$ cat src/rtl/muldiv_seq_if.sv
// Start/ready/annul handshake bundle for the iterative multiply/divide engine.
// The master side issues operations; the slave side is the engine itself.
interface muldiv_seq_if #(
  parameter int WIDTH = 32
);
  logic             start;
  logic             op;
  logic             sign;
  logic [WIDTH-1:0] a;
  logic [WIDTH-1:0] b;
  logic             annul;
  logic             busy;
  logic             ready;
  logic [WIDTH-1:0] hi;
  logic [WIDTH-1:0] lo;
  logic             dbz;

  modport master (
    output start, op, sign, a, b, annul,
    input  busy, ready, hi, lo, dbz
  );

  modport slave (
    input  start, op, sign, a, b, annul,
    output busy, ready, hi, lo, dbz
  );
endinterface

$ cat src/rtl/muldiv_seq.sv
// Sequential multiply/divide engine: one operand bit per cycle over magnitudes,
// then a single sign-correction cycle before results land in hi/lo.
module muldiv_seq #(
  parameter int WIDTH = 32
) (
  input logic         clk,
  input logic         rst,
  muldiv_seq_if.slave bus
);
  localparam int CW = $clog2(WIDTH) + 1;
  localparam logic [CW-1:0] LAST_CNT = CW'(WIDTH - 1);

  typedef enum logic [1:0] {
    IDLE = 2'd0,
    RUN  = 2'd1,
    FIX  = 2'd2,
    DONE = 2'd3
  } state_t;

  state_t           state_r;
  logic [CW-1:0]    cnt_r;
  logic             opDiv_r, sgn_r, aNeg_r, bNeg_r, bZero_r;
  logic [WIDTH-1:0] aOrig_r, opnd_r, accLo_r;
  logic [WIDTH:0]   accHi_r;
  logic             busy_r, ready_r, dbz_r;
  logic [WIDTH-1:0] hi_r, lo_r;

  logic [WIDTH-1:0]   magA_s, magB_s;
  logic [WIDTH:0]     mulSum_s, mulAdd_s, divShift_s, divDiff_s, accHiNext_s;
  logic [WIDTH-1:0]   accLoNext_s;
  logic [2*WIDTH-1:0] prod_s;
  logic [WIDTH-1:0]   hiFix_s, loFix_s;
  logic               dbzFix_s;

  // Operand magnitudes taken at acceptance; most-negative maps onto itself as unsigned.
  always_comb begin
    if (bus.sign && bus.a[WIDTH-1]) magA_s = -bus.a;
    else                            magA_s = bus.a;
    if (bus.sign && bus.b[WIDTH-1]) magB_s = -bus.b;
    else                            magB_s = bus.b;
  end

  // One iteration: accHi/accLo act as product shift pair or as remainder/quotient pair.
  always_comb begin
    mulSum_s   = accHi_r + {1'b0, opnd_r};
    mulAdd_s   = accLo_r[0] ? mulSum_s : accHi_r;
    divShift_s = {accHi_r[WIDTH-1:0], accLo_r[WIDTH-1]};
    divDiff_s  = divShift_s - {1'b0, opnd_r};
    if (opDiv_r) begin
      if (divDiff_s[WIDTH]) begin
        accHiNext_s = divShift_s;
        accLoNext_s = {accLo_r[WIDTH-2:0], 1'b0};
      end else begin
        accHiNext_s = divDiff_s;
        accLoNext_s = {accLo_r[WIDTH-2:0], 1'b1};
      end
    end else begin
      accHiNext_s = {1'b0, mulAdd_s[WIDTH:1]};
      accLoNext_s = {mulAdd_s[0], accLo_r[WIDTH-1:1]};
    end
  end

  // Sign correction and divide-by-zero override applied while in FIX.
  always_comb begin
    prod_s   = {accHi_r[WIDTH-1:0], accLo_r};
    hiFix_s  = hi_r;
    loFix_s  = lo_r;
    dbzFix_s = 1'b0;
    if (!opDiv_r) begin
      if (sgn_r && (aNeg_r ^ bNeg_r)) {hiFix_s, loFix_s} = -prod_s;
      else                            {hiFix_s, loFix_s} = prod_s;
    end else if (bZero_r) begin
      hiFix_s  = aOrig_r;
      loFix_s  = {WIDTH{1'b1}};
      dbzFix_s = 1'b1;
    end else begin
      if (sgn_r && (aNeg_r ^ bNeg_r)) loFix_s = -accLo_r;
      else                            loFix_s = accLo_r;
      if (sgn_r && aNeg_r)            hiFix_s = -accHi_r[WIDTH-1:0];
      else                            hiFix_s = accHi_r[WIDTH-1:0];
    end
  end

  // Control FSM with registered busy/ready and result registers.
  always_ff @(posedge clk or negedge rst) begin
    if (!rst) begin
      state_r <= IDLE;
      cnt_r   <= {CW{1'b0}};
      opDiv_r <= 1'b0;
      sgn_r   <= 1'b0;
      aNeg_r  <= 1'b0;
      bNeg_r  <= 1'b0;
      bZero_r <= 1'b0;
      aOrig_r <= {WIDTH{1'b0}};
      opnd_r  <= {WIDTH{1'b0}};
      accHi_r <= {(WIDTH+1){1'b0}};
      accLo_r <= {WIDTH{1'b0}};
      busy_r  <= 1'b0;
      ready_r <= 1'b0;
      hi_r    <= {WIDTH{1'b0}};
      lo_r    <= {WIDTH{1'b0}};
      dbz_r   <= 1'b0;
    end else begin
      case (state_r)
        IDLE: begin
          ready_r <= 1'b0;
          if (bus.start && !bus.annul) begin
            opDiv_r <= bus.op;
            sgn_r   <= bus.sign;
            aNeg_r  <= bus.a[WIDTH-1];
            bNeg_r  <= bus.b[WIDTH-1];
            bZero_r <= (bus.b == {WIDTH{1'b0}});
            aOrig_r <= bus.a;
            opnd_r  <= bus.op ? magB_s : magA_s;
            accHi_r <= {(WIDTH+1){1'b0}};
            accLo_r <= bus.op ? magA_s : magB_s;
            cnt_r   <= {CW{1'b0}};
            busy_r  <= 1'b1;
            state_r <= RUN;
          end else begin
            busy_r  <= 1'b0;
            state_r <= IDLE;
          end
        end
        RUN: begin
          if (bus.annul) begin
            busy_r  <= 1'b0;
            state_r <= IDLE;
          end else begin
            accHi_r <= accHiNext_s;
            accLo_r <= accLoNext_s;
            cnt_r   <= cnt_r + CW'(1);
            if (cnt_r == LAST_CNT) state_r <= FIX;
            else                   state_r <= RUN;
          end
        end
        FIX: begin
          if (bus.annul) begin
            busy_r  <= 1'b0;
            state_r <= IDLE;
          end else begin
            hi_r    <= hiFix_s;
            lo_r    <= loFix_s;
            dbz_r   <= dbzFix_s;
            ready_r <= 1'b1;
            state_r <= DONE;
          end
        end
        DONE: begin
          ready_r <= 1'b0;
          busy_r  <= 1'b0;
          state_r <= IDLE;
        end
        default: begin
          ready_r <= 1'b0;
          busy_r  <= 1'b0;
          state_r <= IDLE;
        end
      endcase
    end
  end

  assign bus.busy  = busy_r;
  assign bus.ready = ready_r;
  assign bus.hi    = hi_r;
  assign bus.lo    = lo_r;
  assign bus.dbz   = dbz_r;
endmodule

$ cat src/flat_wrapper.sv
// flat-port wrapper written by rule: the top's interface ports become plain ports
module muldiv_seq_flat 
#(
  parameter int WIDTH = 32
)
  (clk, rst, bus_start, bus_op, bus_sign, bus_a, bus_b, bus_annul, bus_busy, bus_ready, bus_hi, bus_lo, bus_dbz);
  muldiv_seq_if #(.WIDTH(WIDTH)) bus_i ();
  input logic clk;
  input logic rst;
  input wire logic [$bits(bus_i.start)-1:0] bus_start;
  input wire logic [$bits(bus_i.op)-1:0] bus_op;
  input wire logic [$bits(bus_i.sign)-1:0] bus_sign;
  input wire logic [$bits(bus_i.a)-1:0] bus_a;
  input wire logic [$bits(bus_i.b)-1:0] bus_b;
  input wire logic [$bits(bus_i.annul)-1:0] bus_annul;
  output wire logic [$bits(bus_i.busy)-1:0] bus_busy;
  output wire logic [$bits(bus_i.ready)-1:0] bus_ready;
  output wire logic [$bits(bus_i.hi)-1:0] bus_hi;
  output wire logic [$bits(bus_i.lo)-1:0] bus_lo;
  output wire logic [$bits(bus_i.dbz)-1:0] bus_dbz;
  assign bus_i.start = bus_start;
  assign bus_i.op = bus_op;
  assign bus_i.sign = bus_sign;
  assign bus_i.a = bus_a;
  assign bus_i.b = bus_b;
  assign bus_i.annul = bus_annul;
  assign bus_busy = bus_i.busy;
  assign bus_ready = bus_i.ready;
  assign bus_hi = bus_i.hi;
  assign bus_lo = bus_i.lo;
  assign bus_dbz = bus_i.dbz;
  muldiv_seq #(.WIDTH(WIDTH)) u_core (.clk(clk), .rst(rst), .bus(bus_i));
endmodule
$ cat config.mk
export PLATFORM = sky130hd
export DESIGN_NAME = muldiv_seq_flat
export DESIGN_NICKNAME = d
export VERILOG_FILES = /design/src/rtl/muldiv_seq_if.sv /design/src/rtl/muldiv_seq.sv /design/src/flat_wrapper.sv
export SDC_FILE = /design/constraint.sdc
export NUM_CORES = 1
export LEC_CHECK = 0
export ABC_AREA = 1
export CORE_ASPECT_RATIO = 0.75
export CORE_UTILIZATION = 35
export DETAILED_ROUTE_END_ITERATION = 8
export GPL_ROUTABILITY_DRIVEN = 0
export PLACE_DENSITY = 0.52
export SYNTH_ARGS = -nofsm -noshare
export SYNTH_HDL_FRONTEND = slang
export SYNTH_SLANG_ARGS = --single-unit
$ cat constraint.sdc
create_clock -name clk -period 5.16 [get_ports clk]
set_input_delay 1.032 -clock clk [delete_from_list [all_inputs] [get_ports clk]]
set_output_delay 1.032 -clock clk [all_outputs]
set_load 0.01 [all_outputs]
==> impl_results.md <==
- Outcome: finished clean
- Area Growth Syn to Fin: 14.3%
- Async SR Flop Fraction: 100%
- Setup bufs post-CTS: 0
- Power Dens Cells: 360 nW/um2
- Netlist cell types: between 50 and 60
- Die Wd: ~280 um
- Main flop type after synthesis: dfrtp_1
- Sw power: 4.15 mW
- Syn nets: ~3600
- Max VDD drop: roughly 0.23 mV
- Row count: 76
- Residual DRC count: 0
- Hold Path Depth: 1
- Setup WS pre-CTS: ~1.3 ns
- Yosys reg bits: roughly 210
- Max-slew violations: 0
- First-pass GRT wire length: 138000 um
- Most frequent cells in the layout: nand2_1 (1117), inv_1 (468), nor2_1 (422), nand3_1 (300), a21oi_1 (236)
- Grt ovf: 0
- Via count: roughly 23000
- Worst R2R Setup Slack: between 1 and 1.5 ns
- Final setup margin: between 1 and 1.5 ns
- Starting density of the core: 35.4%
- Total number of yosys warnings: 0
- Total die area: just under 60000 um2
- Worst-path maximum fanout: 13
- Min Tclk post-route: slightly above 4 ns
- Internal Power: between 4 and 5 mW
- Synthesized area per cell: about 6 um2
- Sequential element share of the synthesized area: about a quarter
- IO Pins: ~140
- Tightest Pin Transition: ~1.1 ns
- CTS resizes: 0
- Total track usage: slightly above 30%
- Max Cap Viol: 0
- Initial antenna violation count: 3
- Hold_buf cts: 0
- Seq pwr share: between 20% and 30%
- Crit path required time: around 5.7 ns
- End of the worst register-to-register path: u_core.accHi_r[7]
- Ant diodes: 0
- Number of routed nets with antenna violations: 0
- Synthesized netlist cell count: between 3000 and 4000
- Startpoint types: flop
- Fin. Hold Viols: 0
- Hold_sp: u_core.cnt_r[2]
- Root buffer cell: clkbuf_16
- Data arrival, critical path: between 4 and 5 ns
- Nets: approximately 3700
- Fillers: roughly 6400
- DRT Wirelength: 92700 um
- Util after Layout: about two fifths
- # setup viols final: 0
- Share of the clock period used by the worst path: between 70% and 80%
- Die height: around 210 um
- Clk pwr share: 21.9%
- Cell area after synthesis: slightly above 20000 um2
- TritonCTS Buffers: 25
- Hold Crit Class: flop to flop
- Port Buffers: between 100 and 150
- Clk slew on worst S/H paths: roughly 0.070 ns
- Layout Skew: 0.0156 ns
- Slew margin rel.: between 20% and 30%
- Post-synth EDFFs: 0
- Average wire per standard cell: 21.3 um
- DP Wirelength: between 70000 and 80000 um
- DR vias/cell: 5.39
- Number of global-route vias before repair: between 20000 and 25000
- Leakage power: 11.9 nW
- Sequential Area: approximately 5200 um2
- Pin count of the biggest net entering global routing: between 90 and 100
- Total negative slack: 0 ns
- CTS tree: built
- Area of the multi-input gates: approximately 13000 um2
- Drt first-iter violations: 3160
- Comb pwr share: roughly half
- Commonest non-fill, non-tap cell in the layout: nand2_1
- Sw Share: 49.6%
- Worst-Skew Late Latency: ~0.57 ns
- Critical path class: flop to flop
- DR pass1 iterations: 7
- Reg2Reg Launch Point: u_core.accHi_r[10]
- H-tree levels: 1
- RSZ-0062 raised after global routing: no
- Worst Hold Path EP: u_core.cnt_r[2]
- Ratio of cells with drive above 1 in the final layout: under 10%
- CTS sink cnt: 208
- Fmax achieved: about 0.25 GHz
- Max Root-Sink Buffers: 3
- Worst reg-to-reg path cell count: 19
- Total core area: 57400 um2
- Crit. End Element: flop
-- worst max-delay path, stage by stage, from the launching register on --
cell and delay [ns]:
dfrtp_1 0.69, ha_1 0.37, nand2_1 0.11, inv_1 0.06, nand2_1 0.11, inv_1 0.05, a21oi_1 0.13, nand2_1 0.15
nand2_1 0.12, nand2_1 0.05, nand2_1 0.07, a21oi_1 0.07, or2_2 0.27, ha_1 0.37, buf_4 0.24, nor2_1 0.43
inv_1 0.25, o22ai_1 0.20, o21ai_0 0.10, o21ai_0 0.12
-- power groups by stage --
| stage | combinational [mW] | sequential [mW] | clock [mW] |
|---|---|---|---|
| floorplan | 2.76 | 2.11 | 0 |
| global placement | 4.10 | 2.31 | 0 |
| detailed placement | 4.05 | 2.32 | 0 |
| CTS | 4.07 | 2.30 | 1.85 |
| global route | 4.61 | 2.34 | 1.92 |
| finish | 4.20 | 2.33 | 1.83 |
-- Yosys cell counts, types with 29 or more instances --
library cell	instances	share of area, %
clkbuf_1	76	1.4
dfrtp_1	208	26
o21ai_0	168	4.1
nand3_1	300	7.4
a21oi_1	236	5.8
nor2_1	423	7.8
nand2_1	1117	21
ha_1	74	4.6
xor2_1	68	2.9
inv_1	468	8.6
o211ai_1	29	1.1
buf_2	33	0.81
-- cell families (layout without fill, tap and decap cells) --
kind of cell,count (synthesis),count (layout),synth area share [%]
buffers and inverters,608,700,11.6
adders and majority gates,76,76,4.75
and+or+nand+nor,1962,1962,40.0
DFF,208,208,25.6
xor gates and xnor gates,87,87,3.75
AOI/OAI and AO/OA,529,529,14.3
-- per-stage QoR --
step	area [um2]	instances	power, mW	hold slack [ns]
after floorplan	20300	3470	4.88	0.447
after global placement	22400	4296	6.41	0.465
after detailed placement	22400	4296	6.38	0.469
after CTS	23200	4342	8.22	0.480
after global routing	23200	4342	8.87	0.496
final	23200	4342	8.36	0.479
-- worst max path at each step --
stage	from	slack [ns]	cells past startpoint	endpoint
after floorplan	u_core.accHi_r[3]	2.05	20	u_core.accHi_r[6]
after global placement	u_core.accHi_r[10]	1.32	17	u_core.accHi_r[6]
after detailed placement	u_core.accHi_r[16]	1.30	19	u_core.accHi_r[7]
after CTS	u_core.accHi_r[10]	1.27	19	u_core.accHi_r[7]
after global routing	u_core.accHi_r[16]	0.86	19	u_core.accHi_r[7]
final	u_core.accHi_r[10]	1.11	19	u_core.accHi_r[7]
-- flip-flops by register name, indices dropped and copies added (netlist names) --
register / cells
u_core.bus.ready: 1
u_core.sgn_r: 1
u_core.opDiv_r: 1
u_core.cnt_r: 6
u_core.accHi_r: 33
u_core.bus.hi: 32
u_core.state_r: 2
u_core.bus.dbz: 1
u_core.accLo_r: 32
u_core.aOrig_r: 32
u_core.bus.busy: 1
u_core.bNeg_r: 1
u_core.bus.lo: 32
u_core.bZero_r: 1
u_core.opnd_r: 32
-- per-layer routing --
layer	up-vias	share of wire (%)	track usage (%)
met3	89	13	8.44
met4	0	1.8	5.24
met2	1350	38	41.1
met1	10800	47	49.2
li1	11200	-	-
met5	-	0	0
-- final cells by class --
type | instances | share of cell area (%)
multi-input cells | 2654 | 55.0
flip-flops and latches | 208 | 22.4
inverters | 482 | 7.79
repair buffers | 172 | 7.04
well taps | 780 | 4.20
clock buffers | 34 | 2.97
clock inverters | 12 | 0.587
No activity file was read; power rests on OpenSTA's default activity.
